==> src/rtl/ntt_pkg.sv <==
// Shared constants and types for the NTT butterfly datapath.
package ntt_pkg;

  localparam int unsigned Q  = 3329;
  localparam int unsigned DW = 12;

  typedef logic [DW-1:0] coeff_t;

  // Barrett shift; the truncated reciprocal leaves at most two correction
  // subtracts for any input below 2^BARRETT_K.
  localparam int unsigned BARRETT_K = 26;

endpackage

==> src/rtl/barrett_reduction.sv <==
// Combinational Barrett reduction of a 32-bit value modulo MOD.
module barrett_reduction
  import ntt_pkg::*;
#(
  parameter int unsigned MOD = Q
) (
  input  logic [31:0] c,
  output logic [15:0] r
);

  localparam logic [63:0] MU    = (64'd1 << BARRETT_K) / 64'(MOD);
  localparam logic [31:0] MOD32 = 32'(MOD);

  logic [31:0] q_est;
  logic [31:0] r0;
  logic [31:0] r1;
  logic [31:0] r2;

  always_comb begin
    q_est = 32'(({32'd0, c} * MU) >> BARRETT_K);
    r0    = c - q_est * MOD32;
    r1    = (r0 >= MOD32) ? r0 - MOD32 : r0;
    r2    = (r1 >= MOD32) ? r1 - MOD32 : r1;
  end

  assign r = 16'(r2);

endmodule

==> src/rtl/ntt_butterfly.sv <==
// Three-stage modular NTT butterfly with valid/ready handshake.
// Define NTT_BUTTERFLY_GS_EN to add the mode port selecting Gentleman-Sande.
module ntt_butterfly #(
  parameter int unsigned Q  = ntt_pkg::Q,
  parameter int unsigned DW = ntt_pkg::DW
) (
  input  logic          clk,
  input  logic          rst,
`ifdef NTT_BUTTERFLY_GS_EN
  input  logic          mode,
`endif
  input  logic          in_valid,
  output logic          in_ready,
  input  logic [DW-1:0] in_a,
  input  logic [DW-1:0] in_b,
  input  logic [DW-1:0] in_w,
  output logic          out_valid,
  input  logic          out_ready,
  output logic [DW-1:0] out_x,
  output logic [DW-1:0] out_y
);

  localparam logic [DW:0] QW = Q[DW:0];

  function automatic logic [DW-1:0] mod_add(input logic [DW-1:0] a, input logic [DW-1:0] b);
    logic [DW:0] s;
    s = {1'b0, a} + {1'b0, b};
    if (s >= QW) s = s - QW;
    return DW'(s);
  endfunction

  function automatic logic [DW-1:0] mod_sub(input logic [DW-1:0] a, input logic [DW-1:0] b);
    logic [DW:0] d;
    if (a >= b) d = {1'b0, a} - {1'b0, b};
    else        d = {1'b0, a} + QW - {1'b0, b};
    return DW'(d);
  endfunction

  logic            gs_in;
  logic            advance;
  logic [DW-1:0]   s1_a_d;
  logic [DW-1:0]   mul_op;
  logic [2*DW-1:0] prod;

  logic            s1_valid;
  logic            s1_mode;
  logic [DW-1:0]   s1_a;
  logic [2*DW-1:0] s1_p;

  logic            s2_valid;
  logic            s2_mode;
  logic [DW-1:0]   s2_a;
  logic [DW-1:0]   s2_t;

  logic [15:0]     red;
  logic [DW-1:0]   t;
  logic [DW-1:0]   x_d;
  logic [DW-1:0]   y_d;

`ifdef NTT_BUTTERFLY_GS_EN
  assign gs_in = mode;
`else
  assign gs_in = 1'b0;
`endif

  // A whole stall freezes every stage, so the upstream ready is just the output slot being free.
  assign in_ready = !out_valid || out_ready;
  assign advance  = in_ready;

  // GS pre-computes a+b and a-b ahead of the shared multiplier, so both
  // modes share the single multiplier and the single reducer in the same slots.
  always_comb begin
    s1_a_d = in_a;
    mul_op = in_b;
    if (gs_in) begin
      s1_a_d = mod_add(in_a, in_b);
      mul_op = mod_sub(in_a, in_b);
    end
    prod = {{DW{1'b0}}, mul_op} * {{DW{1'b0}}, in_w};
  end

  barrett_reduction #(
    .MOD (Q)
  ) u_barrett (
    .c (32'(s1_p)),
    .r (red)
  );

  assign t = DW'(red);

  always_comb begin
    x_d = mod_add(s2_a, s2_t);
    y_d = mod_sub(s2_a, s2_t);
    if (s2_mode) begin
      x_d = s2_a;
      y_d = s2_t;
    end
  end

  always_ff @(posedge clk or posedge rst) begin
    if (rst) begin
      s1_valid  <= 1'b0;
      s1_mode   <= 1'b0;
      s1_a      <= '0;
      s1_p      <= '0;
      s2_valid  <= 1'b0;
      s2_mode   <= 1'b0;
      s2_a      <= '0;
      s2_t      <= '0;
      out_valid <= 1'b0;
      out_x     <= '0;
      out_y     <= '0;
    end else if (advance) begin
      s1_valid  <= in_valid;
      s1_mode   <= gs_in;
      s1_a      <= s1_a_d;
      s1_p      <= prod;
      s2_valid  <= s1_valid;
      s2_mode   <= s1_mode;
      s2_a      <= s1_a;
      s2_t      <= t;
      out_valid <= s2_valid;
      out_x     <= x_d;
      out_y     <= y_d;
    end
  end

endmodule

==> config.mk <==
export PLATFORM = sky130hd
export DESIGN_NAME = ntt_butterfly
export DESIGN_NICKNAME = d
export VERILOG_FILES = /design/src/rtl/ntt_pkg.sv /design/src/rtl/barrett_reduction.sv /design/src/rtl/ntt_butterfly.sv
export SDC_FILE = /design/constraint.sdc
export NUM_CORES = 1
export LEC_CHECK = 0
export ABC_CLOCK_PERIOD_IN_PS = 12100
export CAP_MARGIN = 30
export CORE_MARGIN = 2
export CORE_UTILIZATION = 45
export CTS_CLUSTER_DIAMETER = 80
export DETAILED_ROUTE_END_ITERATION = 10
export SYNTH_ARGS = -nofsm -noshare
export SYNTH_HDL_FRONTEND = slang
export SYNTH_HIERARCHICAL = 1
export SYNTH_SLANG_ARGS = --single-unit
export TNS_END_PERCENT = 1
==> constraint.sdc <==
create_clock -name clk -period 12.1 [get_ports clk]
set_input_delay 3.63 -clock clk [delete_from_list [all_inputs] [get_ports clk]]
set_output_delay 3.63 -clock clk [all_outputs]
set_load 0.005 [all_outputs]
==> results.yml <==
status:
  failed_checks: "negative setup slack"
  status: "finished, violations left"
timing:
  relSlewSlack_pct: 41.1
  maxSlewViolCount: 0
  period_needed_ps: 12300
  skew_ps: 14.1
  worst_pin_slew_ps: 884
  whs_ps: 461
  rsz0062_at_grt: "yes"
  hold_viol: 0
  fmax_mhz: 81.3
  post-route-period-util_pct: 102
  setup_viol: 12
  setup_tns_ps: -1700
  fin_ws_ps: -200
job:
  maxCapViolations: 0
floorplanning:
  start_util_pct: 45.8
  die_h_um: 236
  die-area_um2: 55600
  core_area_um2: 52900
  io_pins: 66
  rows: 84
  die_w_um: 236
worst_setup_path:
  path_max_fanout: 6
  critPathMaxStageDelay_ps: 610
  end_kind: "flop"
  arrival_ps: 12590
  critical_path_class: "reg2reg"
  cp-start-kind: "flop"
  cp_slowest_cell: "fa_1"
  crit_top_cell: "fa_1"
  required_ps: 12390
placed_design:
  io_buffers: 65
  gp_congestion: 0.855
  pre_cts_slack_ps: -535
  hpwlAfterDp_um: 50900
grt:
  grt_max_degree: 81
  grt_pass1_vias: 19800
  antenna_found_initial: 0
  grt_overflow: 0
  gr-usage-all-layers_pct: 21.4
  grt_pass1_wl_um: 97800
layout:
  multiInputGateArea_um2: 20300
  n_antenna_cell: 0
  drive_above_1_share_pct: 13.9
  layout_commonest_cell: "inv_1"
  ff_latch_area_um2: 2200
  synthToLayoutAreaGrowth_pct: 16.7
  layout_common_cells: "inv_1, ha_1, fa_1"
  nFillCells: 4880
  finalNetCount: 3777
route:
  first_pass_iters: 5
  drt_first_iter_violations: 877
  drcViolationCount: 0
  ant_nets: 0
  vias: 18800
  viasPerCell: 5.12
  routedWlPerCell_um: 15.7
  wirelength_um: 57800
clock_tree:
  clk_pin_slew_worst_paths_ps: 70
  cts_made_buffers: 9
  cts.sinks: 87
  cts_hold_buf: 0
  htreeDepth: 3
  cts_tree: "built"
  cts_root_buffer: "clkbuf_16"
  insertion_delay_ps: 370
  cts_buffer_depth: 2
yosys:
  netlist_instances: 2679
  ys_warn_count: 6
  netlist_area_um2: 24200
  synth_area_per_cell_um2: 9.03
hold_path:
  hold_path.class: "reg2reg"
worst paths after layout:
path                       startpoint   endpoint  slack, ps  cells past startpoint
min                          s2_valid  out_valid        460                      1
min in group asynchronous         rst   s2_valid       3640                      2
min reg2reg                  s2_valid  out_valid        460                      1
max reg2reg                  s1_p[12]    s2_t[8]       -200                     52
max                          s1_p[12]    s2_t[8]       -200                     52
max in group asynchronous         rst   s1_p[21]       7260                      3
worst max-delay path: cells and delay by family, from the launching register on:
family | cells | cell delay [ps]
AOI/OAI and AO/OA | 15 | 2250
and+or+nand+nor | 10 | 2240
xor gates and xnor gates | 2 | 270
muxes | 2 | 440
DFF | 1 | 460
adders and majority gates | 13 | 5610
buffers and inverters | 10 | 900
repair_timing:
action	CTS	global route
pin swaps	20	11
gates resized for setup	22	24
endpoints found under the setup margin	12	12
setup buffers	7	2
per-layer routing:
metal  wire, um  global-route usage [%]  share of wire [%]  up-vias
li1           -                       -                  -     9265
met1      26600                    28.9                 46     9328
met2      29200                    37.9                 51      205
met3       1390                    2.32                2.4       32
met4        565                    3.09               0.98        0
met5          0                       0                  0        -
registers in the layout (all words and copies together), names as in the netlist:
name,flops
s2_t,12
s1_p,24
s2_a,12
s2_valid,1
s1_a,12
out_y,12
out_x,12
out_valid,1
s1_valid,1
stage by stage:
stage,util (%),cell area [um2],std cells
CTS,53.2,28100,3677
finish,53.4,28200,3679
detailed placement,52.3,27700,3654
global placement,52.3,27700,3654
floorplan,-,24700,2735
global route,53.4,28200,3679
cell type report:
cell class,instances,area share [%]
tap,688,3.05
clock inverter,5,0.226
multi-input combinational,2038,72.0
inverter,534,7.11
clock buffer,11,0.895
timing repair buffer,316,8.99
sequential,87,7.78
Power is not shown: default switching activity piles up to over one toggle a cycle in this logic, so the estimate is an artifact.
